`config.mk`:
```
export PLATFORM = sky130hd
export DESIGN_NAME = alu_arbiter_flat
export DESIGN_NICKNAME = d
export VERILOG_FILES = /design/src/rtl/alu_arbiter_if.sv /design/src/rtl/alu_arbiter.sv /design/src/flat_wrapper.sv
export SDC_FILE = /design/constraint.sdc
export NUM_CORES = 1
export LEC_CHECK = 0
export ABC_AREA = 1
export CAP_MARGIN = 20
export CORE_MARGIN = 4
export CORE_UTILIZATION = 40
export CTS_BUF_LIST = sky130_fd_sc_hd__clkbuf_4
export CTS_CLUSTER_SIZE = 8
export DETAILED_ROUTE_END_ITERATION = 16
export GPL_ROUTABILITY_DRIVEN = 0
export PLACE_DENSITY_LB_ADDON = 0.15
export SLEW_MARGIN = 20
export SYNTH_ARGS = -nofsm -noshare
export SYNTH_HDL_FRONTEND = slang
export SYNTH_SLANG_ARGS = --single-unit
```
`constraint.sdc`:
```
create_clock -name clk -period 1.78 [get_ports clk]
set_clock_uncertainty 0.2 [all_clocks]
set_input_delay 0.356 -clock clk [delete_from_list [all_inputs] [get_ports clk]]
set_output_delay 0.356 -clock clk [all_outputs]
set_load 0.01 [all_outputs]
```
`src/rtl/alu_arbiter_if.sv`:
```
// Requester-side handshake bundle for alu_arbiter: two request/response channels
// plus the shared response data.
interface alu_arbiter_if;
    logic        a_req_valid;
    logic        a_req_ready;
    logic [3:0]  a_req_op;
    logic [31:0] a_req_op1;
    logic [31:0] a_req_op2;
    logic        a_rsp_valid;
    logic        a_rsp_ready;

    logic        b_req_valid;
    logic        b_req_ready;
    logic [3:0]  b_req_op;
    logic [31:0] b_req_op1;
    logic [31:0] b_req_op2;
    logic        b_rsp_valid;
    logic        b_rsp_ready;

    logic [31:0] rsp_result;
    logic        rsp_zero;
    logic        rsp_err;

    modport master (
        output a_req_valid, a_req_op, a_req_op1, a_req_op2, a_rsp_ready,
        output b_req_valid, b_req_op, b_req_op1, b_req_op2, b_rsp_ready,
        input  a_req_ready, a_rsp_valid, b_req_ready, b_rsp_valid,
        input  rsp_result, rsp_zero, rsp_err
    );

    modport slave (
        input  a_req_valid, a_req_op, a_req_op1, a_req_op2, a_rsp_ready,
        input  b_req_valid, b_req_op, b_req_op1, b_req_op2, b_rsp_ready,
        output a_req_ready, a_rsp_valid, b_req_ready, b_rsp_valid,
        output rsp_result, rsp_zero, rsp_err
    );
endinterface

```
`src/rtl/alu_arbiter.sv`:
```
// Round-robin sharing of one combinational ALU between two requesters, with
// registered ALU drive, registered response capture and a completion counter.
module alu_arbiter #(
    parameter int unsigned CNT_W = 16
) (
    input  logic             clk,
    input  logic             rst_n,
    alu_arbiter_if.slave     bus,
    output logic [3:0]       alu_op,
    output logic [31:0]      op1,
    output logic [31:0]      op2,
    input  logic [31:0]      result,
    input  logic             zero,
    output logic             busy,
    output logic [CNT_W-1:0] op_count
);

    typedef enum logic [1:0] {IDLE, EXEC, RESP} state_t;
    typedef enum logic {GNT_A, GNT_B} grant_t;

    state_t      state, state_nxt;
    grant_t      gnt, last_grant, win;
    logic        accept, rsp_fire, err_q;
    logic [3:0]  sel_op;
    logic [31:0] sel_op1, sel_op2;
    logic [31:0] rsp_result_q;
    logic        rsp_zero_q, rsp_err_q;

    function automatic logic op_legal(input logic [3:0] op);
        case (op)
            4'b0000, 4'b0001, 4'b0010, 4'b0110, 4'b0111,
            4'b1000, 4'b1001, 4'b1010, 4'b1101: op_legal = 1'b1;
            default:                            op_legal = 1'b0;
        endcase
    endfunction

    always_comb begin
        state_nxt       = state;
        win             = GNT_A;
        accept          = 1'b0;
        rsp_fire        = 1'b0;
        bus.a_req_ready = 1'b0;
        bus.b_req_ready = 1'b0;
        bus.a_rsp_valid = 1'b0;
        bus.b_rsp_valid = 1'b0;

        // A wins unless only B is requesting, or both are and A won last time
        if (!bus.a_req_valid || (bus.b_req_valid && last_grant == GNT_A))
            win = GNT_B;

        case (state)
            IDLE: begin
                if (rst_n && (bus.a_req_valid || bus.b_req_valid)) begin
                    accept          = 1'b1;
                    bus.a_req_ready = (win == GNT_A);
                    bus.b_req_ready = (win == GNT_B);
                    state_nxt       = EXEC;
                end
            end
            EXEC: state_nxt = RESP;
            RESP: begin
                bus.a_rsp_valid = (gnt == GNT_A);
                bus.b_rsp_valid = (gnt == GNT_B);
                rsp_fire = (gnt == GNT_A) ? bus.a_rsp_ready : bus.b_rsp_ready;
                if (rsp_fire)
                    state_nxt = IDLE;
            end
            default: state_nxt = IDLE;
        endcase
    end

    always_comb begin
        sel_op  = (win == GNT_A) ? bus.a_req_op  : bus.b_req_op;
        sel_op1 = (win == GNT_A) ? bus.a_req_op1 : bus.b_req_op1;
        sel_op2 = (win == GNT_A) ? bus.a_req_op2 : bus.b_req_op2;
    end

    always_ff @(posedge clk or negedge rst_n) begin
        if (!rst_n) begin
            state        <= IDLE;
            gnt          <= GNT_A;
            last_grant   <= GNT_B;
            alu_op       <= '0;
            op1          <= '0;
            op2          <= '0;
            err_q        <= 1'b0;
            rsp_result_q <= '0;
            rsp_zero_q   <= 1'b0;
            rsp_err_q    <= 1'b0;
            op_count     <= '0;
        end else begin
            state <= state_nxt;
            if (accept) begin
                gnt    <= win;
                alu_op <= sel_op;
                op1    <= sel_op1;
                op2    <= sel_op2;
                err_q  <= !op_legal(sel_op);
            end
            // Illegal opcodes still load the drive registers; the ALU output is discarded here
            if (state == EXEC) begin
                rsp_result_q <= err_q ? '0 : result;
                rsp_zero_q   <= err_q ? 1'b1 : zero;
                rsp_err_q    <= err_q;
            end
            if (rsp_fire) begin
                last_grant <= gnt;
                op_count   <= op_count + 1'b1;
            end
        end
    end

    assign bus.rsp_result = rsp_result_q;
    assign bus.rsp_zero   = rsp_zero_q;
    assign bus.rsp_err    = rsp_err_q;
    assign busy           = (state != IDLE);

endmodule

```
`src/flat_wrapper.sv`:
```
// flat-port wrapper written by rule: the top's interface ports become plain ports
module alu_arbiter_flat 
#(
    parameter int unsigned CNT_W = 16
)
  (clk, rst_n, alu_op, op1, op2, result, zero, busy, op_count, bus_a_req_valid, bus_a_req_op, bus_a_req_op1, bus_a_req_op2, bus_a_rsp_ready, bus_b_req_valid, bus_b_req_op, bus_b_req_op1, bus_b_req_op2, bus_b_rsp_ready, bus_a_req_ready, bus_a_rsp_valid, bus_b_req_ready, bus_b_rsp_valid, bus_rsp_result, bus_rsp_zero, bus_rsp_err);
  alu_arbiter_if bus_i ();
  input  logic clk;
  input  logic rst_n;
  output logic [3:0] alu_op;
  output logic [31:0] op1;
  output logic [31:0] op2;
  input  logic [31:0] result;
  input  logic zero;
  output logic busy;
  output logic [CNT_W-1:0] op_count;
  input wire logic [$bits(bus_i.a_req_valid)-1:0] bus_a_req_valid;
  input wire logic [$bits(bus_i.a_req_op)-1:0] bus_a_req_op;
  input wire logic [$bits(bus_i.a_req_op1)-1:0] bus_a_req_op1;
  input wire logic [$bits(bus_i.a_req_op2)-1:0] bus_a_req_op2;
  input wire logic [$bits(bus_i.a_rsp_ready)-1:0] bus_a_rsp_ready;
  input wire logic [$bits(bus_i.b_req_valid)-1:0] bus_b_req_valid;
  input wire logic [$bits(bus_i.b_req_op)-1:0] bus_b_req_op;
  input wire logic [$bits(bus_i.b_req_op1)-1:0] bus_b_req_op1;
  input wire logic [$bits(bus_i.b_req_op2)-1:0] bus_b_req_op2;
  input wire logic [$bits(bus_i.b_rsp_ready)-1:0] bus_b_rsp_ready;
  output wire logic [$bits(bus_i.a_req_ready)-1:0] bus_a_req_ready;
  output wire logic [$bits(bus_i.a_rsp_valid)-1:0] bus_a_rsp_valid;
  output wire logic [$bits(bus_i.b_req_ready)-1:0] bus_b_req_ready;
  output wire logic [$bits(bus_i.b_rsp_valid)-1:0] bus_b_rsp_valid;
  output wire logic [$bits(bus_i.rsp_result)-1:0] bus_rsp_result;
  output wire logic [$bits(bus_i.rsp_zero)-1:0] bus_rsp_zero;
  output wire logic [$bits(bus_i.rsp_err)-1:0] bus_rsp_err;
  assign bus_i.a_req_valid = bus_a_req_valid;
  assign bus_i.a_req_op = bus_a_req_op;
  assign bus_i.a_req_op1 = bus_a_req_op1;
  assign bus_i.a_req_op2 = bus_a_req_op2;
  assign bus_i.a_rsp_ready = bus_a_rsp_ready;
  assign bus_i.b_req_valid = bus_b_req_valid;
  assign bus_i.b_req_op = bus_b_req_op;
  assign bus_i.b_req_op1 = bus_b_req_op1;
  assign bus_i.b_req_op2 = bus_b_req_op2;
  assign bus_i.b_rsp_ready = bus_b_rsp_ready;
  assign bus_a_req_ready = bus_i.a_req_ready;
  assign bus_a_rsp_valid = bus_i.a_rsp_valid;
  assign bus_b_req_ready = bus_i.b_req_ready;
  assign bus_b_rsp_valid = bus_i.b_rsp_valid;
  assign bus_rsp_result = bus_i.rsp_result;
  assign bus_rsp_zero = bus_i.rsp_zero;
  assign bus_rsp_err = bus_i.rsp_err;
  alu_arbiter #(.CNT_W(CNT_W)) u_core (.clk(clk), .rst_n(rst_n), .bus(bus_i), .alu_op(alu_op), .op1(op1), .op2(op2), .result(result), .zero(zero), .busy(busy), .op_count(op_count));
endmodule
```
==> results.toml <==
[synth]
synth_edf_count = 0
syn_area_per_cell_um2 = 8.94
syn_nets = 765
synth.distinct_cells = 26
synthArstFlopShare_pct = 100
netlist_area_mm2 = 0.00527
yosys_most_used_dff = "dfrtp_1"
syn_inst = 589
synth_seq_area_share_pct = 58.5
yosysWarnings = 0
synth-seq-cells = 123

[power]
peakVddDrop_v = 0.000643
leakage_nw = 4.37
power_density_mw_per_mm2 = 1350
finalPower_w = 0.0118

[clock_tree]
clockBufferDepth = 2
numClockSinks = 123
h-tree-depth = 4
insertion_delay_ns = 0.54
cts_tree = "yes"
clkTransAtPathRegs_ns = 0.11
ctsRootBufferMaster = "clkbuf_4"
cts_buffers = 17

[setup_path]
r2r-end = "u_core.op1[12]$_DFFE_PN0P_"
endpoint_kind = "output port"
ff2ff_path_depth = 8
r2r-start = "u_core.state[0]$_DFFE_PN0P_"
cp.required_ns = 1.22
crit_type = "flop to output port"
critPathMaxFanout = 3
cp-start-kind = "flop"
cp.arrival_ns = 1.52
r2r_slack_ns = -0.16

[die]
initial_core_util_pct = 41.2
io_pins = 298
die_area_mm2 = 0.0151
core-area_mm2 = 0.0128
die_x_um = 123
num_rows = 41
die_y_um = 123

[route]
drc = 0
antenna_left = 0
wl_met3_um = 1710
dr_total_vias = 5519
viasPerCell = 4.84
routed_wirelength_um = 18600
drt_iter0_markers = 358
drt-met1-wl_um = 6790
wl_met2_um = 9630
avgRoutedWirePerCell_um = 16.3
dr.pass1.iters = 6
dr.max_layer_used = "met4"

[sta]
fin_crit_ns = 2.07
final.period_utilization_pct = 116
layout_setup_ws_ns = -0.292
relSlewSlack_pct = 55.5
hold_viol = 0
finalSetupViolations = 69
rsz0062_at_grt = "yes"
setup-tns-final_ns = -6.84
worst_pin_slew_ns = 0.667
fmax_mhz = 483
drv_slew = 0

[global_route]
antenna_found_initial = 1
grt_overflow = 0
grt_pass1_wl_um = 27400
grt.total_usage_pct = 23.8
first_global_vias = 5500
grt_max_degree = 66

[status]
outcome = "finished with violations"
violations = "setup timing"

[flow_run]
drv_cap = 0

[layout]
final_nets = 1130
nFillCells = 1015
final_common_cell = "nand2_1"
final_cell_mix = "nand2_1 (253), clkdlybuf4s50_1 (173), dfrtp_1 (120)"
drive_above_1_share_pct = 27.3
final_util_pct = 68.7
fin_cells = 1140
syn_to_final_growth_pct = 66.6

[placed_design]
placement.io_buffers = 297
post-dp-hpwl_um = 13200
dp_slack_ns = -0.626
dp.cells = 1058

[hold_path]
hold_start = "bus_b_req_op2[18]"
hold_path.class = "input pin to flop"
worstHoldEndpoint = "u_core.op2[18]$_DFFE_PN0P_"
hold_depth = 3
state kept, by name, summed over array words and instances (netlist names):
signal and count:
u_core.op1 32, u_core.gnt 1, u_core.op2 32, u_core.bus.rsp_result 32
u_core.bus.rsp_zero 1, u_core.state 2, u_core.bus.rsp_err 1, u_core.err_q 1
u_core.last_grant 1, u_core.op_count 16, u_core.alu_op 4
worst max-delay path: stages (launching register included):
cell and delay (ns):
dfstp_2 0.56, inv_2 0.04, nand2_4 0.07, nand2_4 0.06
nor2_4 0.13, buf_6 0.12
routing by layer:
layer / vias to the layer above / track usage, %
met5: - / 0
met2: 235 / 41.2
met3: 35 / 9.82
met1: 2609 / 25.8
met4: 0 / 9.66
li1: 2640 / -
power breakdown:
| part | internal (W) | switching [W] |
|---|---|---|
| logic | 0.00253 | 0.00264 |
| clock network | 0.00109 | 0.00106 |
| registers | 0.00391 | 0.000596 |
| total | 0.00752 | 0.00430 |
kinds of logic after synthesis:
logic type	Yosys count	share of synthesized area (%)
compound gates	41	6.25
xor+xnor	11	1.83
buf+inv	44	4.63
flops	123	58.5
fa+ha+maj	1	0.238
simple gates	369	28.6
worst max-delay path by stage:
| stage | cells after the start | to | from | slack [ns] |
|---|---|---|---|---|
| 2_1_floorplan | 5 | bus_a_req_ready | u_core.last_grant$_DFFE_PN1P_ | 0.07 |
| 4_1_cts | 5 | bus_a_req_ready | u_core.last_grant$_DFFE_PN1P_ | -0.32 |
| 5_1_grt | 6 | bus_b_req_ready | u_core.state[0]$_DFFE_PN0P_ | -0.41 |
| 3_5_place_dp | 6 | bus_b_req_ready | bus_b_req_valid | -0.63 |
| 3_3_place_gp | 6 | bus_b_req_ready | bus_b_req_valid | -0.63 |
| 6_report | 5 | bus_a_req_ready | u_core.last_grant$_DFFE_PN1P_ | -0.29 |
what timing repair did:
action,in CTS,in global routing
buffers inserted,39,11
endpoints found under the setup margin,189,212
gates resized for setup,333,137
pin swaps,4,12
cloned,0,0
hold endpoints to repair,31,0
hold buffers,1,0
through the flow:
step | area, um2 | hold slack [ns]
3_3_place_gp | 8520 | 0.237
2_1_floorplan | 5270 | -0.140
4_1_cts | 9100 | 0.118
3_5_place_dp | 8520 | 0.233
6_report | 8770 | 0.155
5_1_grt | 8770 | 0.110
layout make-up:
cell class                      count  area [um2]  share of cell area (%)
Sequential cell                   123        3080                    35.1
Clock buffer                       17         128                    1.46
Antenna cell                        1        2.50                  0.0285
Tap cell                          172         215                    2.45
Timing Repair Buffer              374        3000                    34.2
Inverter                           16        62.6                   0.713
Multi-Input combinational cell    422        2100                    23.9
Clock inverter                     15         180                    2.05
Yosys cell counts, types with 3 or more instances:
master	count	share of area (%)
nor2_1	22	1.6
xnor2_1	6	1.0
clkbuf_1	10	0.71
nand2_1	265	19
xor2_1	5	0.83
buf_2	6	0.57
buf_6	8	1.7
o21ai_0	6	0.57
a22o_1	32	5.3
nand3b_1	3	0.43
dfrtp_1	122	58
inv_1	14	1.0
nand3_1	75	7.1
buf_4	3	0.43
(Power assumes the default switching activity.)
==> patch 1 (same settings) <==
Put one more register stage on the output `op_count`, with the module's reset. The value now appears one clock later. The other outputs are not delayed to match.
--- a/src/rtl/alu_arbiter.sv
+++ b/src/rtl/alu_arbiter.sv
@@ -17,6 +17,8 @@
 
     typedef enum logic [1:0] {IDLE, EXEC, RESP} state_t;
     typedef enum logic {GNT_A, GNT_B} grant_t;
+
+    logic [CNT_W-1:0] op_count_s0;
 
     state_t      state, state_nxt;
     grant_t      gnt, last_grant, win;
@@ -87,7 +89,7 @@
             rsp_result_q <= '0;
             rsp_zero_q   <= 1'b0;
             rsp_err_q    <= 1'b0;
-            op_count     <= '0;
+            op_count_s0  <= '0;
         end else begin
             state <= state_nxt;
             if (accept) begin
@@ -105,7 +107,7 @@
             end
             if (rsp_fire) begin
                 last_grant <= gnt;
-                op_count   <= op_count + 1'b1;
+                op_count_s0 <= op_count_s0 + 1'b1;
             end
         end
     end
@@ -115,5 +117,13 @@
     assign bus.rsp_err    = rsp_err_q;
     assign busy           = (state != IDLE);
 
+    always_ff @(posedge clk or negedge rst_n) begin
+        if (!rst_n) begin
+            op_count <= '0;
+        end else begin
+            op_count <= op_count_s0;
+        end
+    end
+
 endmodule
 
Function: changed (a bounded check fails within 4 cycles, from zero or initial values and one cycle with rst_n low).
==> patch 1 against the unedited design <==
- the run still ends with negative setup slack left
- power grew 5.5%
- die area grew 7.5%
- combinational power grew 4.8%
- register-to-register slack lost 60 ps
- synthesized area grew 8.0%
- design area grew 5.2%
- sequential power grew 10%
- wire length grew 8.3%
- setup slack lost 9.1 ps
- sequential cell count grew 16
- global-route usage is essentially flat
- largest cell class unchanged
==> patch 1: results (changes against the unedited design) <==
run_status:
  outcome: "finished with violations"
  violations: "negative setup slack"
drt:
  drt-pass1-iter-count: 4  # -2
  drtIter0Drc: 325  # -9.2%
  route.met2.wl_um: 10220  # +6.1%
  m1WireLength_um: 7584  # +12%
  dr_total_vias: 5728  # +3.8%
  met3_length_um: 1557  # -9.1%
timing:
  slew_headroom_pct: 54.20  # -1.3 points
  layout_setup_ws_ps: -301.2  # -9.106 ps
  setup_viol: 69  # unchanged
logic_synthesis:
  synth_seq_area_share_pct: 61.19  # +2.7 points
  yosys-top-cells-count: "nand2_1 (268), dfrtp_1 (138), nand3_1 (77)"
  synth.area.top_cells: "dfrtp_1 (61%), nand2_1 (18%), nand3_1 (6.8%), a22o_1 (4.9%), nor2_1 (1.7%)"
  yosysUniqueCellTypes: 25  # -3.8%
final_layout:
  layout-drive-gt1-share_pct: 25.75  # -1.5 points
  area_share_clock_buf_inv_pct: 3.202  # -0.31 points
  multi_input_area_share_pct: 22.22  # -1.7 points
  seq_cell_count: 139  # +13%
  nets: 1157  # +2.4%
  nClkBuffers: 18  # +1
  regArea_um2: 3480  # +13%
  fin_cells: 1175  # +3.1%
  multi_input_cells: 431  # +2.1%
  num-nonclk-buffers: 372  # -0.53%
  buffer_area_share_pct: 33.50  # -0.75 points
clocking:
  clkTransAtPathRegs_ps: 130  # +20 ps
power:
  vdd_drop_max_mv: 0.5719  # -11%
  leakagePower_uw: 0.004604  # +5.4%
grt:
  grt_use_met3_pct: 7.400  # -2.4 points
  met2_usage_pct: 40.13  # -1.1 points
  use_met1_pct: 27.66  # +1.8 points
  track_usage_pct: 23.83  # about the same
  grt_max_degree: 93  # +41%
placed_design:
  place_hpwl_um: 14150  # +7.4%
  place_inst: 1092  # +3.2%
  pre_cts_slack_ps: -636.4  # -10.74 ps
worst_hold_path:
  min_to: "u_core.op2[30]"
critical_path:
  reg2reg_slack_ps: -220  # -60 ps
  cp-startpoint: "u_core.state[1]"
  cp-endpoint: "bus_b_req_ready"
patch 1: changes by cell type in the layout (fill, tap and decap cells not counted), sizes merged, moves of 2 or more:
cell,before,now
buf,123,185
nor2,24,28
nand3,75,77
inv,16,24
clkdlybuf4s15,0,3
clkinvlp,2,5
clkinv,9,3
clkbuf,94,28
nand2,265,268
o21ai,7,9
bufinv,4,2
dfrtp,122,138
patch 1: kinds of logic (layout without fill, tap and decap cells):
| group | after synthesis | count (layout) | share of synthesized area, % |
|---|---|---|---|
| buffers and inverters | 48 | 424 | 4.070 |
| xor gates and xnor gates | 10 | 10 | 1.540 |
| other | 0 | 1 | 0 |
| and+or+nand+nor | 377 | 377 | 27.02 |
| AOI/OAI and AO/OA | 43 | 43 | 5.963 |
| DFF | 139 | 139 | 61.19 |
| adders and majority gates | 1 | 1 | 0.2200 |
patch 1: power by group through the flow:
stage / logic [uW] / clock network, uW / registers (uW)
after floorplan: 1680 / 0 / 5510
after global placement: 5530 / 0 / 4990
after detailed placement: 5630 / 0 / 5070
after CTS: 5300 / 2180 / 4960
after global routing: 5910 / 2310 / 5090
final: 5420 / 2090 / 4960
patch 1: what timing repair did:
item | 4_1_cts | 5_1_grt
gates cloned | 0 | 4
hold buffers | 1 | 0
gates resized for setup | 454 | 69
hold endpoints to repair | 47 | 0
pin swaps | 2 | 4
endpoints found under the setup margin | 191 | 122
buffers inserted | 32 | 14
patch 1: metrics by stage:
step	util, %	instance area (um2)	setup TNS, ps
after global routing	66.44	9223	-21480
after CTS	66.13	9179	-11480
final	66.44	9223	-11360
after detailed placement	64.60	8967	-42420
after global placement	64.60	8967	-42300
after floorplan	-	5687	0
patch 1: critical path, cell delays in order (launching register included):
cell and delay [ps]:
dfrtp_1 410, inv_2 90, nand2_4 60, nor2_4 110
inv_4 60, a21oi_4 140, buf_6 130
==> patch 2 (same flow settings) <==
Without the edit above. `CNT_W` is set to 16 in 2 places; all go to 32.
--- a/src/rtl/alu_arbiter.sv
+++ b/src/rtl/alu_arbiter.sv
@@ -1,7 +1,7 @@
 // Round-robin sharing of one combinational ALU between two requesters, with
 // registered ALU drive, registered response capture and a completion counter.
 module alu_arbiter #(
-    parameter int unsigned CNT_W = 16
+    parameter int unsigned CNT_W = 32
 ) (
     input  logic             clk,
     input  logic             rst_n,
--- a/src/flat_wrapper.sv
+++ b/src/flat_wrapper.sv
@@ -1,7 +1,7 @@
 // flat-port wrapper written by rule: the top's interface ports become plain ports
 module alu_arbiter_flat 
 #(
-    parameter int unsigned CNT_W = 16
+    parameter int unsigned CNT_W = 32
 )
   (clk, rst_n, alu_op, op1, op2, result, zero, busy, op_count, bus_a_req_valid, bus_a_req_op, bus_a_req_op1, bus_a_req_op2, bus_a_rsp_ready, bus_b_req_valid, bus_b_req_op, bus_b_req_op1, bus_b_req_op2, bus_b_rsp_ready, bus_a_req_ready, bus_a_rsp_valid, bus_b_req_ready, bus_b_rsp_valid, bus_rsp_result, bus_rsp_zero, bus_rsp_err);
   alu_arbiter_if bus_i ();
Interface: changed (resized op_count); port bits go from 298 to 314. The function was not compared with the original's and may differ.
==> patch 2 against the unedited design <==
- critical path depth is 1 higher
- sequential cell count is 16 higher
- sequential share of layout area is 1.4 points lower
- via count is 19% higher
- wire length is 22% higher
- design area is 18% higher
- largest power group unchanged
- synthesized cell count is 26% higher
- largest cell class unchanged
- synthesized area is 19% higher
- setup slack worse by 48 ps
- the run still ends with negative setup slack left
- power is 12% higher
==> patch 2: results (changes against the unedited design) <==
critical_path:
  cp_max_fo: 3  # unchanged
  cp_slowest_cell: "dfstp_2"
  crit_arrival_ps: 1560  # +40 ps
  r2r_start: "u_core.state[1]"
  crit_family: "flip-flops"
  max_stage_delay_ps: 550
  cp-startpoint: "u_core.last_grant"
logic_synthesis:
  synth_fa_ha_area_share_pct: 0.1994  # -0.038 points
  synth.area.top_cells: "dfrtp_1 (55%), nand2_1 (20%), nand3_1 (6.6%), a22o_1 (4.5%), nor2_1 (2.9%)"
  synth-compound-area-share_pct: 5.384  # -0.87 points
  synth_warnings: 0  # unchanged
  ys.flop_type: "dfrtp_1"
  synth_edf_count: 0  # unchanged
  yosysUniqueCellTypes: 28  # +7.7%
  syn-num-nets: 920  # +20%
  syn-instance-count: 744  # +26%
  synth_seq_area_share_pct: 55.45  # -3.0 points
  yosys.area_share.xor_xnor_pct: 2.233  # +0.40 points
  yosys-top-cells-count: "nand2_1 (330), dfrtp_1 (138), nand3_1 (83)"
  async_flop_share_pct: 100.0  # unchanged
final_layout:
  layout-drive-gt1-share_pct: 29.79  # +2.5 points
  nets: 1338  # +18%
clocking:
  clock_latency_ps: 560  # +20 ps
  cts_buffer_depth: 2  # unchanged
  cts-htree-levels: 4  # unchanged
  numCtsBuffers: 17  # unchanged
  clkTransAtPathRegs_ps: 120
  clockRootBuffer: "clkbuf_4"
worst_hold_path:
  hold_path_class: "in2reg"
  min_from: "rst_n"
placed_design:
  place_area_um2: 9772  # +15%
  pre_cts_slack_ps: -564.0  # +61.71 ps
  place_hpwl_um: 15640  # +19%
  io_buffers: 313  # +5.4%
timing:
  fin_setup_tns_ps: -9561  # -2721 ps
  setup_viol: 78  # +13%
  slew_headroom_pct: 55.52  # about the same
  layout_setup_ws_ps: -339.8  # -47.68 ps
drt:
  drt_wl_total_um: 22640  # +22%
  post_drt_via_cell_ratio: 4.748  # -1.9%
  dr_total_vias: 6586  # +19%
  drtIter0Drc: 325  # -9.2%
grt:
  grt_first_pass_wirelength_um: 33750  # +23%
  antenna_found_initial: 2  # +1
  track_usage_pct: 24.28  # +0.44 points
  grt_pass1_vias: 6548  # +19%
  grt_max_degree: 66  # unchanged
power:
  leakagePower_uw: 0.005176  # +18%
  vdd_drop_max_mv: 0.5846  # -9.1%
run_status:
  outcome: "finished with violations"
  violations: "negative setup slack"
[patch 2: logic make-up (layout without fill, tap and decap cells)]
kind of cell / Yosys count / after routing
compound gates: 42 / 42
xor+xnor: 16 / 16
fa+ha+maj: 1 / 1
buf+inv: 65 / 496
flops: 139 / 139
other cells: 0 / 1
simple gates: 481 / 481
[patch 2: report_power, final]
group | internal (uW) | switching [uW] | leakage (uW)
combinational | 2840 | 2900 | 0.00323
clock | 1280 | 1240 | 0.000183
sequential | 4340 | 649 | 0.00176
[patch 2: repair_timing]
action                                 4_1_cts  5_1_grt
hold buffers                                 1        0
setup endpoints to repair                  211      189
pin swaps                                    7       17
resized for setup                          498      111
buffers inserted                            56       25
endpoints found under the hold margin      138        0
gates cloned                                 0        1
[patch 2: area by class of cell]
type                            count  area [um2]
Fill cell                        1253        4920
Sequential cell                   139        3491
Timing Repair Buffer              427        3406
Multi-Input combinational cell    540        2675
Tap cell                          211       264.0
Clock inverter                     14       219.0
Inverter                           37       146.4
Clock buffer                       18       135.1
Antenna cell                        1       2.502
[patch 2: final timing paths]
| kind | slack (ps) | cells after the start | endpoint |
|---|---|---|---|
| worst max-delay path | -340 | 6 | bus_b_req_ready |
| worst min-delay path | 60 | 4 | u_core.state[0] |
| worst max register to register | -170 | 8 | u_core.op1[14] |
| worst min register to register | 280 | 2 | u_core.alu_op[1] |
| max in group asynchronous | 460 | 4 | u_core.gnt |
| min in group asynchronous | 430 | 4 | u_core.op_count[20] |
[patch 2: metal layers]
layer	vias up	routed length (um)	GRT usage (%)
li1	3217	-	-
met1	3037	8390	26.94
met2	277	11650	42.86
met3	53	1792	7.742
met4	2	798	10.46
met5	-	13	0
